`config.mk`:
```
export PLATFORM = sky130hd
export DESIGN_NAME = syn_sram_acc_arb
export DESIGN_NICKNAME = d
export VERILOG_FILES = /design/src/rtl/syn_sram_acc_arb.sv
export SDC_FILE = /design/constraint.sdc
export NUM_CORES = 1
export LEC_CHECK = 0
export CELL_PAD_IN_SITES_DETAIL_PLACEMENT = 0
export CELL_PAD_IN_SITES_GLOBAL_PLACEMENT = 2
export CORE_ASPECT_RATIO = 2
export CORE_MARGIN = 10
export CORE_UTILIZATION = 29
export CTS_BUF_LIST = sky130_fd_sc_hd__clkbuf_2
export CTS_CLUSTER_SIZE = 10
export DETAILED_ROUTE_END_ITERATION = 10
export GPL_ROUTABILITY_DRIVEN = 0
export GPL_TIMING_DRIVEN = 0
export PLACE_DENSITY_LB_ADDON = 0.1
export SLEW_MARGIN = 20
export SYNTH_ARGS = -nofsm -noshare
export SYNTH_HDL_FRONTEND = slang
export SYNTH_SLANG_ARGS = --single-unit
export TNS_END_PERCENT = 5
```
`constraint.sdc`:
```
create_clock -name clk_ir -period 3.8 [get_ports clk_ir]
set_input_delay 0.76 -clock clk_ir [delete_from_list [all_inputs] [get_ports clk_ir]]
set_output_delay 0.76 -clock clk_ir [all_outputs]
set_load 0.01 [all_outputs]
```
`src/rtl/syn_sram_acc_arb.sv`:
```
`timescale 1ns/1ps
//----------------------------------------------------------------------------
// syn_sram_acc_arb
//
// Purpose:
//   Owns the pins of the external asynchronous frame-buffer SRAM and
//   arbitrates single-word accesses between two requestors:
//     - GPU pixel gateway (read/write)
//     - VGA frame fetch   (read-only)
//   VGA has priority, but once VGA_BURST_MAX VGA grants have been made while
//   the GPU is waiting, the next eligible GPU request wins. A write followed
//   by a read (or by any VGA access) gets one IDLE pin cycle so the data bus
//   can turn around. Read data returns two cycles after acceptance.
//
// Ports:
//   clk_ir, rst_il          clock, asynchronous active-low reset
//   gpu_req/wr/addr/wdata   GPU request (held until gpu_ready)
//   gpu_ready               GPU accepted this cycle (combinational)
//   gpu_rd_valid/rdata      GPU read return (1-cycle pulse, data held)
//   vga_req/addr            VGA read request (held until vga_ready)
//   vga_ready               VGA accepted this cycle (combinational)
//   vga_rd_valid/rdata      VGA read return (1-cycle pulse, data held)
//   sram_addr, sram_dq_o    registered SRAM address / write data
//   sram_dq_oe              registered data-bus output enable (active-high)
//   sram_dq_i               SRAM data bus input
//   sram_ce_n/oe_n/we_n     registered SRAM strobes (active-low)
//----------------------------------------------------------------------------
module syn_sram_acc_arb #(
    parameter int ADDR_W        = 18,
    parameter int DATA_W        = 16,
    parameter int VGA_BURST_MAX = 8
) (
    input  logic              clk_ir,
    input  logic              rst_il,
    // GPU pixel gateway
    input  logic              gpu_req,
    input  logic              gpu_wr,
    input  logic [ADDR_W-1:0] gpu_addr,
    input  logic [DATA_W-1:0] gpu_wdata,
    output logic              gpu_ready,
    output logic              gpu_rd_valid,
    output logic [DATA_W-1:0] gpu_rdata,
    // VGA frame fetch
    input  logic              vga_req,
    input  logic [ADDR_W-1:0] vga_addr,
    output logic              vga_ready,
    output logic              vga_rd_valid,
    output logic [DATA_W-1:0] vga_rdata,
    // SRAM pins
    output logic [ADDR_W-1:0] sram_addr,
    output logic [DATA_W-1:0] sram_dq_o,
    output logic              sram_dq_oe,
    input  logic [DATA_W-1:0] sram_dq_i,
    output logic              sram_ce_n,
    output logic              sram_oe_n,
    output logic              sram_we_n
);

    // Keep the burst limit inside the 8-bit run counter's useful range.
    localparam int BURST_CLAMP =
        (VGA_BURST_MAX < 1)   ? 1   :
        (VGA_BURST_MAX > 255) ? 255 : VGA_BURST_MAX;
    localparam logic [7:0] BURST_MAX_C = 8'(BURST_CLAMP);

    // Pin activity of the current cycle.
    typedef enum logic [1:0] {
        PS_IDLE = 2'd0,
        PS_RD   = 2'd1,
        PS_WR   = 2'd2
    } ps_t;

    ps_t               r_ps;
    logic [7:0]        r_vga_run_cnt;
    logic              r_rd_tag_gpu;     // owner of the read on the pins now
    logic [ADDR_W-1:0] r_sram_addr;
    logic [DATA_W-1:0] r_sram_dq_o;
    logic              r_sram_dq_oe;
    logic              r_sram_ce_n;
    logic              r_sram_oe_n;
    logic              r_sram_we_n;
    logic              r_gpu_rd_valid;
    logic              r_vga_rd_valid;
    logic [DATA_W-1:0] r_gpu_rdata;
    logic [DATA_W-1:0] r_vga_rdata;

    logic w_vga_elig;
    logic w_gpu_elig;
    logic w_starved;
    logic w_gpu_grant;
    logic w_vga_grant;
    logic w_rd_cycle;

    //------------------------------------------------------------------------
    // Eligibility and priority
    //------------------------------------------------------------------------
    always_comb begin
        // While a write is on the pins only another GPU write may follow, and
        // only when VGA is not asking; anything else waits one bubble cycle so
        // the bus is never driven by both sides.
        w_vga_elig  = vga_req && (r_ps != PS_WR);
        w_gpu_elig  = gpu_req && ((r_ps != PS_WR) || (gpu_wr && !vga_req));
        w_starved   = (r_vga_run_cnt == BURST_MAX_C);
        w_gpu_grant = w_gpu_elig && (!w_vga_elig || w_starved);
        w_vga_grant = w_vga_elig && !w_gpu_grant;
    end

    // Readies are held low while reset is asserted.
    assign gpu_ready  = w_gpu_grant && rst_il;
    assign vga_ready  = w_vga_grant && rst_il;
    assign w_rd_cycle = (r_ps == PS_RD);

    //------------------------------------------------------------------------
    // Pin-state machine: the state and every SRAM pin are registered
    // together from the grant decision of the previous cycle.
    //------------------------------------------------------------------------
    always_ff @(posedge clk_ir or negedge rst_il) begin
        if (!rst_il) begin
            r_ps         <= PS_IDLE;
            r_rd_tag_gpu <= 1'b0;
            r_sram_addr  <= '0;
            r_sram_dq_o  <= '0;
            r_sram_dq_oe <= 1'b0;
            r_sram_ce_n  <= 1'b1;
            r_sram_oe_n  <= 1'b1;
            r_sram_we_n  <= 1'b1;
        end else begin
            // Default: IDLE strobes; address and write data hold.
            r_ps         <= PS_IDLE;
            r_sram_dq_oe <= 1'b0;
            r_sram_ce_n  <= 1'b1;
            r_sram_oe_n  <= 1'b1;
            r_sram_we_n  <= 1'b1;
            if (w_gpu_grant) begin
                r_sram_addr <= gpu_addr;
                r_sram_ce_n <= 1'b0;
                if (gpu_wr) begin
                    r_ps         <= PS_WR;
                    r_sram_dq_o  <= gpu_wdata;
                    r_sram_dq_oe <= 1'b1;
                    r_sram_we_n  <= 1'b0;
                end else begin
                    r_ps         <= PS_RD;
                    r_sram_oe_n  <= 1'b0;
                    r_rd_tag_gpu <= 1'b1;
                end
            end else if (w_vga_grant) begin
                r_ps         <= PS_RD;
                r_sram_addr  <= vga_addr;
                r_sram_ce_n  <= 1'b0;
                r_sram_oe_n  <= 1'b0;
                r_rd_tag_gpu <= 1'b0;
            end
        end
    end

    //------------------------------------------------------------------------
    // VGA run counter: counts VGA grants made while the GPU is waiting.
    //------------------------------------------------------------------------
    always_ff @(posedge clk_ir or negedge rst_il) begin
        if (!rst_il) begin
            r_vga_run_cnt <= 8'd0;
        end else if (!gpu_req || w_gpu_grant) begin
            r_vga_run_cnt <= 8'd0;
        end else if (w_vga_grant && (r_vga_run_cnt != BURST_MAX_C)) begin
            r_vga_run_cnt <= r_vga_run_cnt + 8'd1;
        end
    end

    //------------------------------------------------------------------------
    // Read return: sample the bus at the end of the RD cycle into the
    // tagged agent's data register and pulse its valid one cycle later.
    // Reset clears the RD state, so a read in flight at reset never returns.
    //------------------------------------------------------------------------
    always_ff @(posedge clk_ir or negedge rst_il) begin
        if (!rst_il) begin
            r_gpu_rd_valid <= 1'b0;
            r_vga_rd_valid <= 1'b0;
            r_gpu_rdata    <= '0;
            r_vga_rdata    <= '0;
        end else begin
            r_gpu_rd_valid <= w_rd_cycle && r_rd_tag_gpu;
            r_vga_rd_valid <= w_rd_cycle && !r_rd_tag_gpu;
            if (w_rd_cycle && r_rd_tag_gpu) begin
                r_gpu_rdata <= sram_dq_i;
            end
            if (w_rd_cycle && !r_rd_tag_gpu) begin
                r_vga_rdata <= sram_dq_i;
            end
        end
    end

    assign sram_addr    = r_sram_addr;
    assign sram_dq_o    = r_sram_dq_o;
    assign sram_dq_oe   = r_sram_dq_oe;
    assign sram_ce_n    = r_sram_ce_n;
    assign sram_oe_n    = r_sram_oe_n;
    assign sram_we_n    = r_sram_we_n;
    assign gpu_rd_valid = r_gpu_rd_valid;
    assign gpu_rdata    = r_gpu_rdata;
    assign vga_rd_valid = r_vga_rd_valid;
    assign vga_rdata    = r_vga_rdata;

endmodule

```
# Word-level counts from Yosys, hierarchy flattened
# Cells that the tools add are included.
dict set report word_totals {
  reg_bits 83
  in_bits 73
  output_inout_bits 74
  word_cells 58
}
dict set report op_classes {
  add_sub_neg 1
  n_eq_ne 5
  muxes 17
  reduce_logical 22
}
# op n
set ops {}
lappend ops {{2-to-1 mux 18 bit} 2}
lappend ops {{2-to-1 mux 8 bit} 2}
lappend ops {{2-to-1 mux 1 bit} 11}
lappend ops {{logical AND 1 bit} 10}
lappend ops {{adder 8 x 1 -> 8 bit (second input constant)} 1}
lappend ops {{equality test 8 x 4 -> 1 bit (second input constant)} 1}
lappend ops {{inequality test 8 x 4 -> 1 bit (second input constant)} 1}
lappend ops {{zero test 1 bit} 5}
lappend ops {{2-to-1 mux 2 bit} 2}
lappend ops {{inequality test 2 bit (second input constant)} 2}
lappend ops {{AND reduction 2 bit} 2}
lappend ops {{nonzero test 2 bit} 2}
lappend ops {{logical OR 1 bit} 3}
lappend ops {{equality test 2 x 1 -> 1 bit (second input constant)} 1}

# Longest topological paths before layout
dict set report logic_depth {
  word_depth 10
  mapped_depth 7
}

# Worst setup path before layout
# OpenSTA, ideal clock, no wires.
dict set report synth_timing {
  path_type {input to output}
  from {input port vga_req}
  to {output port vga_ready}
  arrival_ns 1.877
  slack_ns 1.163
  stages 6
  path_buffers 2
  path_cell_list {clkbuf_2 > inv_1 > a211o_1 > a21oi_2 > buf_2 > and2_1}
}
dict set report synth_between {
  elab_chain_len 8
  elab_cells_between_ends 11
  classes_between {reduce/logical (11)}
}
# element line
set synth_rtl {}
lappend synth_rtl {{start: declaration} 44} ;# input logic vga_req,
lappend synth_rtl {{zero test 1 bit} 101} ;# w_gpu_elig = gpu_req && ((r_ps != PS_WR) || (gpu_wr && !vga_req));
lappend synth_rtl {{logical AND 1 bit} 101}
lappend synth_rtl {{logical OR 1 bit} 101}
lappend synth_rtl {{logical AND 1 bit} 101}
lappend synth_rtl {{logical AND 1 bit} 103} ;# w_gpu_grant = w_gpu_elig && (!w_vga_elig || w_starved);
lappend synth_rtl {{zero test 1 bit} 104} ;# w_vga_grant = w_vga_elig && !w_gpu_grant;
lappend synth_rtl {{logical AND 1 bit (*)} 104}
lappend synth_rtl {{logical AND 1 bit (*)} 109} ;# assign vga_ready = w_vga_grant && rst_il;
lappend synth_rtl {{end: declaration} 46} ;# output logic vga_ready,
# Every way passes the cells marked *; elsewhere a longest branch is shown, timed or not.

# Worst setup path in the final report
dict set report layout_timing {
  from {register r_vga_run_cnt[0]}
  to {output port vga_ready}
}
dict set report layout_between {
  elab_chain_len 6
}
# element line
set layout_rtl {}
lappend layout_rtl {{start: declaration} 73} ;# logic [7:0] r_vga_run_cnt;
lappend layout_rtl {{start signal: assignment} 165} ;# r_vga_run_cnt <= r_vga_run_cnt + 8'd1;
lappend layout_rtl {{equality test 8 x 4 -> 1 bit} 102} ;# w_starved = (r_vga_run_cnt == BURST_MAX_C);
lappend layout_rtl {{logical OR 1 bit} 103}
lappend layout_rtl {{logical AND 1 bit} 103}
lappend layout_rtl {{zero test 1 bit} 104}
lappend layout_rtl {{logical AND 1 bit} 104}
lappend layout_rtl {{logical AND 1 bit} 109}
# Every way passes these cells.

==> metrics.md <==
| Metric | Value |
|---|---|
| Period minus WS final | `3.55 ns` |
| Number of synthesized register bits | `82` |
| Post-Place Setup Slack | `roughly 0.28 ns` |
| Worst hold path type | `in2async` |
| Fin. Hold Viols | `0` |
| Worst-path cell chain | `inv_1 -> ha_1 -> and3b_1 -> a211o_4 -> a21oi_4 -> buf_6 -> and2_1 -> clkdlybuf4s50_1` |
| Worst EP arrival | `2.79 ns` |
| Total track usage | `about an eighth` |
| DR vias/cell | `~4.7` |
| Die height | `173 um` |
| Nets | `505` |
| CP max stage delay | `roughly 0.54 ns` |
| Outcome | `finished, final reports clean` |
| Routed wire length | `10.5 mm` |
| Clock sinks | `82` |
| Post-Syn Area per Cell | `12.6 sq um` |
| Register area share after synthesis | `60.5%` |
| Mapped Area | `about 0.0034 sq mm` |
| Sequential Area | `0.00206 sq mm` |
| Worst Setup Slack, final | `0.252 ns` |
| Vias in the first global route | `roughly 3,000` |
| First-pass GRT wire length | `16.7 mm` |
| Post-DRT Antenna Nets | `0` |
| Multi-input gate area | `between 0.001 and 0.0015 sq mm` |
| Post-CTS Hold Buffers | `0` |
| Reg-to-reg endpoint | `sram_dq_o[8]$_DFFE_PN0P_` |
| Startpoint Class | `flip-flop` |
| Die area | `about 0.017 sq mm` |
| First DRT Iteration DRCs | `just over 60` |
| Clock Path Buffers | `2` |
| Final Max Slew Viols | `0` |
| RSZ-0062 raised after global routing | `false` |
| Leak | `between 2 and 2.5 nW` |
| Crit Path Max Fanout | `10` |
| Placed Cells | `~560` |
| Die width | `96.5 um` |
| Area Growth Syn to Fin | `54.2%` |
| Starting Density | `29.7%` |
| Worst vdd ir | `0.188 mV` |
| DR WL/cell | `roughly 18 um` |
| Root buffer cell | `clkbuf_2` |
| Share of cells above drive strength 1 | `between 10% and 20%` |
| Non-Filler Instances | `roughly 580` |
| Fill count | `1,140` |
| Fmax | `~280 MHz` |
| Final setup viols | `0` |
| Placeable Area | `roughly 0.011 sq mm` |
| Design Power | `2.53 mW` |
| Register clock-pin slew on the reported worst setup and hold paths | `0.25 ns` |
| Residual DRC | `0` |
| TritonRoute pass-1 iters | `4` |
| Largest net degree at the start of global routing | `53` |
| Worst R2R Path Depth | `5` |
| Worst-Margin Slew | `0.721 ns` |
| CTS tree | `yes` |
| Yosys top cell area share | `58.2%` |
| Global route overflow | `0` |
| Number of max-cap violations | `0` |
| R2R setup slack | `1.64 ns` |
| Synth cell types | `40` |
| Synth top area cells | `dfrtp_1 58%, mux2_2 8.0%, nand2_1 6.0%, a221o_1 5.3%, and3_1 3.7%` |
| Input/output buffers | `145` |
| CTS H-tree lvls | `3` |
| Row cnt | `55` |
| Worst Skew | `0.0385 ns` |
| Initial antenna violation count | `1` |
| Reg2reg start | `r_vga_run_cnt[4]$_DFFE_PN0P_` |
| Dpl hpwl | `8.26 mm` |
| P per Cell Area | `482 mW/mm^2` |
| CTS buffer count | `9` |
| CP Capture Type | `primary output` |
| CP Class | `reg2out` |
| Slowest cell on the critical path | `clkdlybuf4s50_1` |
| Post-synth top area cell | `dfrtp_1` |
| Fin crit share | `between 90 and 100%` |
| Post-synth net total | `345` |
| Crit path required time | `3.04 ns` |
| Ports | `about 150` |
| Clk_lat worst skew | `0.54 ns` |
| Synth Warn # | `0` |
| TNS Setup | `0 ns` |
| Syn Inst Count | `270` |
| Total number of vias | `2,697` |
| Final Cell Area | `0.00524 sq mm` |
| Post-placement cell area | `0.00505 sq mm` |
| Rel. slew slack | `51.8%` |
## cells by family after synthesis
kind of cell	count (synthesis)	synth area share [%]
buffers and inverters	18	2.54
muxes	32	11.5
xor gates and xnor gates	6	1.55
and+or+nand+nor	99	14.9
DFF	82	60.5
AOI/OAI and AO/OA	31	8.28
adders and majority gates	2	0.736
## repair_timing
action	CTS	global route
pin swaps	0	1
gates resized for setup	2	2
hold endpoints to repair	0	0
endpoints found under the setup margin	1	1
setup buffers	2	1
## synth_stat cells
library cell and instances:
a21oi_1 4, a21oi_2 1, nor4_4 1, and2b_1 1, o21ai_1 1, inv_1 5, mux2_4 8, buf_8 1
nand4_1 2, nor2b_1 1, ha_1 2, buf_2 5, nand2b_4 1, nor3_1 1, mux2_2 24, a211oi_4 1
nor4_1 1, nor3b_2 1, clkinv_1 1, nand3b_1 1, a21o_1 1, clkbuf_1 5, dfrtp_1 79, nor2_1 8
o21a_1 1, nand2_1 54, nand3_1 2, xnor2_1 4, a211o_1 2, nor4b_1 1, dfstp_2 3, and3_1 20
and2_1 2, a31oi_1 1, xor2_1 2, o21ai_2 1, and3b_1 1, a221o_1 18, nor3_4 1, clkbuf_2 1
## critical path, delay by kind of cell, from the launching register on
kind	cells	cell delay, ns
buf+inv	3	0.75
compound gates	2	0.55
flops	1	0.40
simple gates	2	0.37
fa+ha+maj	1	0.19
## metal layers
layer	routed length (um)	part of all wire, %	track usage (%)
met5	0	0	0
met4	102	0.97	3.84
met3	908	8.6	4.73
met2	5670	54	22.9
met1	3840	36	13.4
## sequential cells by signal, summed over array words and instances, names as in the netlist
signal / flops
gpu_rdata: 16
r_ps: 2
sram_oe_n: 1
vga_rdata: 16
r_rd_tag_gpu: 1
r_vga_run_cnt: 8
sram_ce_n: 1
gpu_rd_valid: 1
sram_we_n: 1
sram_addr: 18
vga_rd_valid: 1
sram_dq_o: 16
## per-stage QoR
step / hold WS, ns / util [%]
floorplan: 0.464 / -
global route: 0.0573 / 45.9
global placement: 0.459 / 44.0
finish: 0.119 / 45.9
detailed placement: 0.463 / 44.2
CTS: 0.0697 / 45.7
## how the worst max path moves through the flow
| stage | startpoint | end | slack (ns) | depth (start not counted) |
|---|---|---|---|---|
| after global routing | r_vga_run_cnt[0]$_DFFE_PN0P_ | vga_ready | 0.05 | 8 |
| after detailed placement | gpu_wr | vga_ready | 0.28 | 7 |
| after global placement | rst_il | gpu_ready | -2.16 | 3 |
| after CTS | r_vga_run_cnt[0]$_DFFE_PN0P_ | vga_ready | 0.03 | 8 |
| final | r_vga_run_cnt[0]$_DFFE_PN0P_ | vga_ready | 0.25 | 8 |
| after floorplan | vga_req | vga_ready | 1.16 | 6 |
## cell type report
class | instances | area share, %
Sequential cell | 82 | 39.2
Timing Repair Buffer | 149 | 28.6
Multi-Input combinational cell | 170 | 24.3
Tap cell | 142 | 3.39
Clock inverter | 6 | 1.72
Buffer | 12 | 1.34
Clock buffer | 10 | 0.955
Inverter | 6 | 0.430
Antenna cell | 1 | 0.0478
## cells in the final DEF (no fill, tap or decap), types with 2 or more instances in the layout
cell type,instances
nand2_1,54
clkbuf_2,11
bufinv_16,2
and3_1,20
dfstp_2,3
nand3_1,2
clkdlybuf4s50_1,144
mux2_2,24
nor2_1,8
clkbuf_1,5
nand4_1,2
a221o_1,18
buf_4,4
buf_2,4
inv_1,5
xor2_1,2
xnor2_1,4
ha_1,2
a21oi_1,4
and2_1,2
mux2_4,8
dfrtp_1,79
## where the power goes
group          total [mW]  switching, mW  internal, mW
Clock               0.538          0.316         0.223
Combinational       0.841          0.329         0.512
Sequential           1.15         0.0940          1.05
No activity file was read; power rests on OpenSTA's default activity.
